File: src/rtl/sdcard_pkg.sv
// Shared definitions for the SD card controller: APB register map and block reader states.
package sdcard_pkg;

   localparam int unsigned SdWordW   = 32;
   localparam logic [4:0]  SdRegData = 5'h0C;

   typedef enum logic [1:0] {
      StIdle,
      StSetup,
      StAccess,
      StDrain
   } sd_rd_state_e;

endpackage

File: src/rtl/sdcard_block_reader.sv
// APB3 master that reads a programmed number of words from the SD controller data
// register and forwards them on a valid/ready stream, one APB transfer at a time.
module sdcard_block_reader
   import sdcard_pkg::*;
#(
   parameter int unsigned      AddrW      = 5,
   parameter logic [AddrW-1:0] DataAddr   = AddrW'(SdRegData),
   parameter int unsigned      CntW       = 8,
   parameter int unsigned      SlowCycles = 1024
) (
   input  logic               clk_i,
   input  logic               rst_i,
   input  logic               start_i,
   input  logic [CntW-1:0]    word_count_i,
   input  logic               abort_i,
   output logic               busy_o,
   output logic               done_o,
   output logic               aborted_o,
   output logic               slow_flag_o,
   output logic [CntW-1:0]    words_done_o,
   output logic [AddrW-1:0]   apb_paddr_o,
   output logic               apb_psel_o,
   output logic               apb_penable_o,
   output logic               apb_pwrite_o,
   output logic [SdWordW-1:0] apb_pwdata_o,
   input  logic               apb_pready_i,
   input  logic [SdWordW-1:0] apb_prdata_i,
   output logic               m_valid_o,
   input  logic               m_ready_i,
   output logic [SdWordW-1:0] m_data_o
);

   localparam int unsigned WaitW = $clog2(SlowCycles + 1);

   sd_rd_state_e        state_q;
   logic [CntW-1:0]     remaining_q;
   logic [CntW-1:0]     words_done_q;
   logic [WaitW-1:0]    wait_q;
   logic                busy_q, done_q, aborted_q, slow_q, pend_q;
   logic                psel_q, penable_q, m_valid_q;
   logic [SdWordW-1:0]  m_data_q;
   logic                abort_exit;

   // An abort seen during ACCESS only takes effect once the slave completes the transfer.
   always_comb begin
      abort_exit = 1'b0;
      unique case (state_q)
         StIdle:   abort_exit = 1'b0;
         StSetup:  abort_exit = abort_i;
         StAccess: abort_exit = apb_pready_i && (pend_q || abort_i);
         StDrain:  abort_exit = abort_i;
      endcase
   end

   always_ff @(posedge clk_i or posedge rst_i) begin
      if (rst_i) begin
         state_q      <= StIdle;
         remaining_q  <= '0;
         words_done_q <= '0;
         wait_q       <= '0;
         busy_q       <= 1'b0;
         done_q       <= 1'b0;
         aborted_q    <= 1'b0;
         slow_q       <= 1'b0;
         pend_q       <= 1'b0;
         psel_q       <= 1'b0;
         penable_q    <= 1'b0;
         m_valid_q    <= 1'b0;
         m_data_q     <= '0;
      end else begin
         done_q <= 1'b0;
         unique case (state_q)
            StIdle: begin
               if (start_i) begin
                  remaining_q  <= word_count_i;
                  words_done_q <= '0;
                  slow_q       <= 1'b0;
                  aborted_q    <= 1'b0;
                  pend_q       <= 1'b0;
                  if (word_count_i == '0) begin
                     done_q <= 1'b1;
                  end else begin
                     state_q <= StSetup;
                     busy_q  <= 1'b1;
                     psel_q  <= 1'b1;
                  end
               end
            end
            StSetup: begin
               if (!abort_i) begin
                  state_q   <= StAccess;
                  penable_q <= 1'b1;
                  wait_q    <= '0;
               end
            end
            StAccess: begin
               if (wait_q != WaitW'(SlowCycles)) wait_q <= wait_q + WaitW'(1);
               if (wait_q == WaitW'(SlowCycles - 1)) slow_q <= 1'b1;
               if (abort_i) pend_q <= 1'b1;
               if (apb_pready_i) begin
                  psel_q    <= 1'b0;
                  penable_q <= 1'b0;
                  if (!(pend_q || abort_i)) begin
                     m_data_q    <= apb_prdata_i;
                     m_valid_q   <= 1'b1;
                     remaining_q <= remaining_q - CntW'(1);
                     state_q     <= StDrain;
                  end
               end
            end
            StDrain: begin
               // A word taken by the sink counts as delivered even if abort arrives alongside.
               if (m_ready_i) begin
                  words_done_q <= words_done_q + CntW'(1);
                  m_valid_q    <= 1'b0;
                  if (remaining_q == '0) begin
                     state_q <= StIdle;
                     busy_q  <= 1'b0;
                     done_q  <= 1'b1;
                  end else begin
                     state_q <= StSetup;
                     psel_q  <= 1'b1;
                  end
               end
            end
         endcase

         if (abort_exit) begin
            state_q   <= StIdle;
            busy_q    <= 1'b0;
            done_q    <= 1'b1;
            aborted_q <= 1'b1;
            pend_q    <= 1'b0;
            psel_q    <= 1'b0;
            penable_q <= 1'b0;
            m_valid_q <= 1'b0;
         end
      end
   end

   assign busy_o        = busy_q;
   assign done_o        = done_q;
   assign aborted_o     = aborted_q;
   assign slow_flag_o   = slow_q;
   assign words_done_o  = words_done_q;
   assign apb_paddr_o   = DataAddr;
   assign apb_psel_o    = psel_q;
   assign apb_penable_o = penable_q;
   assign apb_pwrite_o  = 1'b0;
   assign apb_pwdata_o  = '0;
   assign m_valid_o     = m_valid_q;
   assign m_data_o      = m_data_q;

endmodule
File: config.mk
export PLATFORM = sky130hd
export DESIGN_NAME = sdcard_block_reader
export DESIGN_NICKNAME = d
export VERILOG_FILES = /design/src/rtl/sdcard_pkg.sv /design/src/rtl/sdcard_block_reader.sv
export SDC_FILE = /design/constraint.sdc
export NUM_CORES = 1
export LEC_CHECK = 0
export ABC_CLOCK_PERIOD_IN_PS = 4700
export CAP_MARGIN = 15
export CORE_UTILIZATION = 49
export DETAILED_ROUTE_END_ITERATION = 10
export PLACE_DENSITY = 0.95
export SLEW_MARGIN = 20
export SYNTH_ARGS = -nofsm -noshare
export SYNTH_HDL_FRONTEND = slang
export SYNTH_SLANG_ARGS = --single-unit
export TNS_END_PERCENT = 30
File: constraint.sdc
create_clock -name clk_i -period 4.7 [get_ports clk_i]
set_input_delay 0.705 -clock clk_i [delete_from_list [all_inputs] [get_ports clk_i]]
set_output_delay 0.705 -clock clk_i [all_outputs]
set_load 0.005 [all_outputs]
# Word level (Yosys, flattened, before mapping)
# Cells that the tools add are included.
classes:
  n_addsub: 3
  eq_ne: 21
  mux: 53
  bitwise_logic: 1
  n_reduce_logical: 28
ops:
  columns: ["cell", "n"]
  rows:
  - ["8-bit 2-to-1 mux", 5]
  - ["8-bit case mux with 2 select lines", 2]
  - ["1-bit 2-to-1 mux", 27]
  - ["3-bit != test (second input constant)", 9]
  - ["11-bit 2-to-1 mux", 2]
  - ["11-bit case mux with 2 select lines", 1]
  - ["3-bit AND reduction", 6]
  - ["8-bit logical NOT", 2]
  - ["2-bit 2-to-1 mux", 7]
  - ["2-bit != test (second input constant)", 7]
  - ["1-bit case mux with 2 select lines", 6]
  - ["6-bit AND reduction", 2]
  - ["3-bit nonzero test", 4]
  - ["11-bit by 1-bit adder with 11-bit output (second input constant)", 1]
  - ["11-bit by 10-bit == test with 1-bit output (second input constant)", 1]
  - ["11-bit != test (second input constant)", 1]
  - ["2-bit nonzero test", 5]
  - ["8-bit by 1-bit adder with 8-bit output (second input constant)", 1]
  - ["2-bit case mux with 4 select lines", 1]
  - ["4-bit AND reduction", 2]
  - ["8-bit by 1-bit subtractor with 8-bit output (second input constant)", 1]
  - ["1-bit case mux with 3 select lines", 2]
  - ["5-bit AND reduction", 1]
  - ["2-bit == test (second input constant)", 2]
  - ["8 further kinds", 8]
totals:
  register_bits: 69
  in_bits: 46
  out_inout_bits: 85
  elab_cells: 119

# Logic depth before layout (Yosys ltp)
logic_depth:
  ltp_word: 5
  depth_mapped: 10
  ltp_nobuf: 7

# Least setup slack after synthesis
# Ideal clock, no wire load.
synth_path:
  path_kind: "register to register"
  from: "register state_q[0]"
  to: "register remaining_q[5]"
  setup_ns: 0.127
  t_arrival_ns: 1.942
  setup_slack_ns: 2.632
  path_stages_with_launch: 10
  n_path_buf: 2
  period_less_slack_ns: 2.068
  cell_sequence: "dfrtp_1 > inv_1 > ha_1 > buf_2 > nor4bb_1 > clkbuf_1 > o21ai_1 > nor3_1 > a21o_2 > a221o_2"
synth_between:
  elab_chain_cells: 3
  word_cells_on_any_way: 8
synth_rtl:
  columns: ["item", "line", "rtl"]
  rows:
  - ["start, declared", "sdcard_block_reader.sv:35", "sd_rd_state_e state_q;"]
  - ["start signal, assigned", "sdcard_block_reader.sv:57", "state_q <= StIdle;"]
  - ["start signal, assigned", "sdcard_block_reader.sv:83", "state_q <= StSetup;"]
  - ["start signal, assigned", "sdcard_block_reader.sv:91", "state_q <= StAccess;"]
  - ["2-bit == test or 2-bit logical NOT (tied branches)", "sdcard_block_reader.sv:72", "unique case (state_q)"]
  - ["2-bit != test (no source line) or 2-bit nonzero test (tied branches)", null, null]
  - ["4-bit AND reduction (no source line)", null, null]
  - ["end signal, assigned", "sdcard_block_reader.sv:75", "remaining_q <= word_count_i;"]
  - ["end signal, assigned", "sdcard_block_reader.sv:106", "remaining_q <= remaining_q - CntW'(1);"]
  - ["end, declared", "sdcard_block_reader.sv:36", "logic [CntW-1:0] remaining_q;"]
# Parallel ways exist; a longest one is shown, timed or not.
# A chain may end at the register's enable or synchronous reset.

# Final worst setup path
layout_path:
  from: "register state_q[0]"
  to: "register remaining_q[4]"
# The elaborated chain is that of the path after synthesis.

==> flow_summary.ini <==
[timing]
min_period_over_period_pct = 62.3
tns_ns = 0
period_needed_ns = 2.93
fmaxAchievable_ghz = 0.341
slew_violations = 0
hold_viol = 0
skew_ns = 0.00669
setup_viol = 0
tightest_slew_ns = 0.809
fin_ws_ns = 1.77
rsz0062_at_grt = false
slew-limit-headroom_pct = 46.0

[run]
maxCapViolations = 0

[clock_network]
cts_hold_buf = 0
cts_buffers = 9
cts_root_buf = clkbuf_8
post-cts-setup-buffers = 0
clkSinkCount = 69
htree_levels = 3
cts_buffer_depth = 2
tritoncts = built
post_cts_resized = 0
clk_latency_ns = 0.35
clk_transition_reported_paths_ns = 0.07

[logic_synthesis]
ys_seq_area_share_pct = 45.9
synth_edf_count = 0
ys_warn_count = 0
synth_ff_type = dfrtp_1
syn_inst = 377
synthDistinctLibCells = 52
syn-cell-area_mm2 = 0.00376
ys_ff_latch = 69
async_reset_ff_share_pct = 100
avgSynthCellArea_um2 = 9.98

[cells_and_area]
layout-drive-gt1-share_pct = 13.7
fin_util_pct = 66.2
synthToLayoutAreaGrowth_pct = 29.0
fin_nets = 524
final_area_mm2 = 0.00485
antennaDiodeCount = 0

[power_and_ir_drop]
max-vdd-ir-drop_v = 0.000330
leakage_nw = 2.06
cellPowerDensity_mw_per_mm2 = 557

[detailed_routing]
dr.pass1.iters = 4
vias_per_cell = 5.38
ant_nets = 0
wirelength_um = 8860
drc = 0
vias = 3075
wl_per_cell_um = 15.5
drtIter0Drc = 161

[placed_design]
hpwl_um = 6480
placed_cell_area_mm2 = 0.00464
place_ws_ns = 1.46
io_buffers = 92
gp_congestion = 0.977

[floorplanning]
rows = 31
die-area_mm2 = 0.00803
dieWidth_um = 89.6
fp.coreArea_mm2 = 0.00733
fp.dieH_um = 89.6
io-pin-count = 131
initial_core_util_pct = 51.3

[worst_setup_path]
startpoint_type = flip-flop
worstSetupEndpointType = flip-flop
path_class = reg2reg
crit_fanout = 28
worst_ep_arrival_time_ns = 3.14
cp.required_ns = 4.91
cp_cell_sequence = inv_1, ha_1, buf_4, nor4bb_4, buf_4, o21a_1, nand3_1, o21ai_0, a21oi_1
slowest_stage = nor4bb_4
cpMostUsedCell = buf_4
critical_path.max_stage_delay_ns = 0.53
critical-path-top-delay-family = buffers and inverters
worst-path-buf-inv = 3

[global_route]
grt_max_degree = 50
grt_antenna_before_repair = 0
grt_pass1_vias = 2875
grt_pass1_wl_um = 13700
grt-ovfl-total = 0
grt_usage_pct = 22.9

[hold_path]
hold_class = reg2reg

[run_status]
status = finished clean
## Yosys cell counts (2+ instances only)
library cell	count	area share, %
o22ai_1	6	1.0
o211ai_1	2	0.40
and3_1	3	0.50
a31o_2	2	0.47
nor2b_1	7	1.2
a31oi_1	4	0.67
nor3b_1	3	0.60
nor4_1	3	0.50
inv_1	13	1.3
o31ai_1	5	1.0
nand3_1	15	2.0
a22oi_1	2	0.40
clkbuf_1	5	0.50
a22o_1	2	0.47
nand2_1	27	2.7
a21o_1	2	0.40
xor2_1	2	0.47
buf_1	2	0.20
mux2_2	33	9.9
nor4b_1	2	0.47
buf_2	6	0.80
ha_1	10	3.3
dfrtp_1	69	46
o21ai_0	27	3.6
buf_4	38	7.6
xnor2_1	3	0.70
conb_1	2	0.20
nor3_1	10	1.3
nand2b_1	5	0.83
a21oi_1	20	2.7
nand4b_1	2	0.47
nor2_1	18	1.8
nand4_1	5	0.83
o21ai_1	2	0.27
o21a_1	3	0.60
## sequential cells by signal (all words and copies together) (netlist names)
register       count
m_data_o          32
wait_q            11
remaining_q        8
words_done_o       8
state_q            2
aborted_o          1
apb_penable_o      1
apb_psel_o         1
busy_o             1
done_o             1
m_valid_o          1
pend_q             1
slow_flag_o        1
## layer usage
metal | global-route usage, % | part of all wire [%] | up-vias
met3 | 4.75 | 7.1 | 12
met2 | 39.9 | 50 | 131
li1 | - | - | 1440
met1 | 28.3 | 41 | 1492
met4 | 7.94 | 1.4 | 0
met5 | 0 | 0 | -
## layout make-up
type                            count  area (um2)
Fill cell                         555        2480
Timing Repair Buffer               95         943
Inverter                           14        53.8
Clock buffer                       11         151
Multi-Input combinational cell    279        1800
Clock inverter                      5        58.8
Tap cell                           99         124
Sequential cell                    69        1730
## worst reg2reg max path: stages, from the launching register on
cell      delay, ns
dfrtp_1        0.48
inv_1          0.15
ha_1           0.15
buf_4          0.29
nor4bb_4       0.54
buf_4          0.43
o21a_1         0.42
nand3_1        0.15
o21ai_0        0.10
a21oi_1        0.09
## metrics by stage
stage	cells	total power, mW	hold WS [ns]
after floorplan	413	1.66	0.472
after global placement	556	2.13	0.472
after detailed placement	556	2.20	0.478
after CTS	572	2.71	0.503
after global routing	572	2.89	0.516
final	572	2.71	0.510
## power breakdown
part / internal (mW) / leakage (nW) / total, mW / switching [mW]
logic: 0.656 / 1.10 / 1.20 / 0.548
clock network: 0.274 / 0.102 / 0.506 / 0.232
registers: 0.819 / 0.866 / 0.996 / 0.177
## cell families (layout without fill, tap and decap cells)
| kind of cell | Yosys count | after routing | synth area share, % |
|---|---|---|---|
| multiplexers | 33 | 33 | 9.88 |
| AO/OA/AOI/OAI | 85 | 85 | 14.0 |
| flip-flops | 69 | 69 | 45.9 |
| other | 2 | 38 | 0.200 |
| adder cells (fa/ha/maj) | 10 | 10 | 3.33 |
| XOR/XNOR | 5 | 5 | 1.16 |
| buffers and inverters | 65 | 125 | 10.5 |
| AND/OR/NAND/NOR | 108 | 108 | 15.1 |
## final timing paths
path                               from        endpoint  slack, ns  cells past startpoint
hold reg to reg            m_data_o[22]    m_data_o[22]       0.51                      1
setup reg to reg             state_q[0]  remaining_q[4]       1.77                      9
hold / removal             m_data_o[22]    m_data_o[22]       0.51                      1
setup / recovery             state_q[0]  remaining_q[4]       1.77                      9
max in group asynchronous         rst_i       m_valid_o       3.10                      3
min in group asynchronous         rst_i    m_data_o[20]       0.82                      2
## cells in the final DEF, fill, tap and decap left out, types with 7 or more instances in the layout
cell,count
nor2b_1,7
conb_1,38
mux2_2,33
nor3_1,9
a21oi_1,20
nor2_1,18
nand3_1,15
o21ai_0,27
clkdlybuf4s50_1,92
inv_1,12
dfrtp_1,69
clkbuf_8,11
ha_1,10
nand2_1,27
Power figures use the tool's default switching activity.
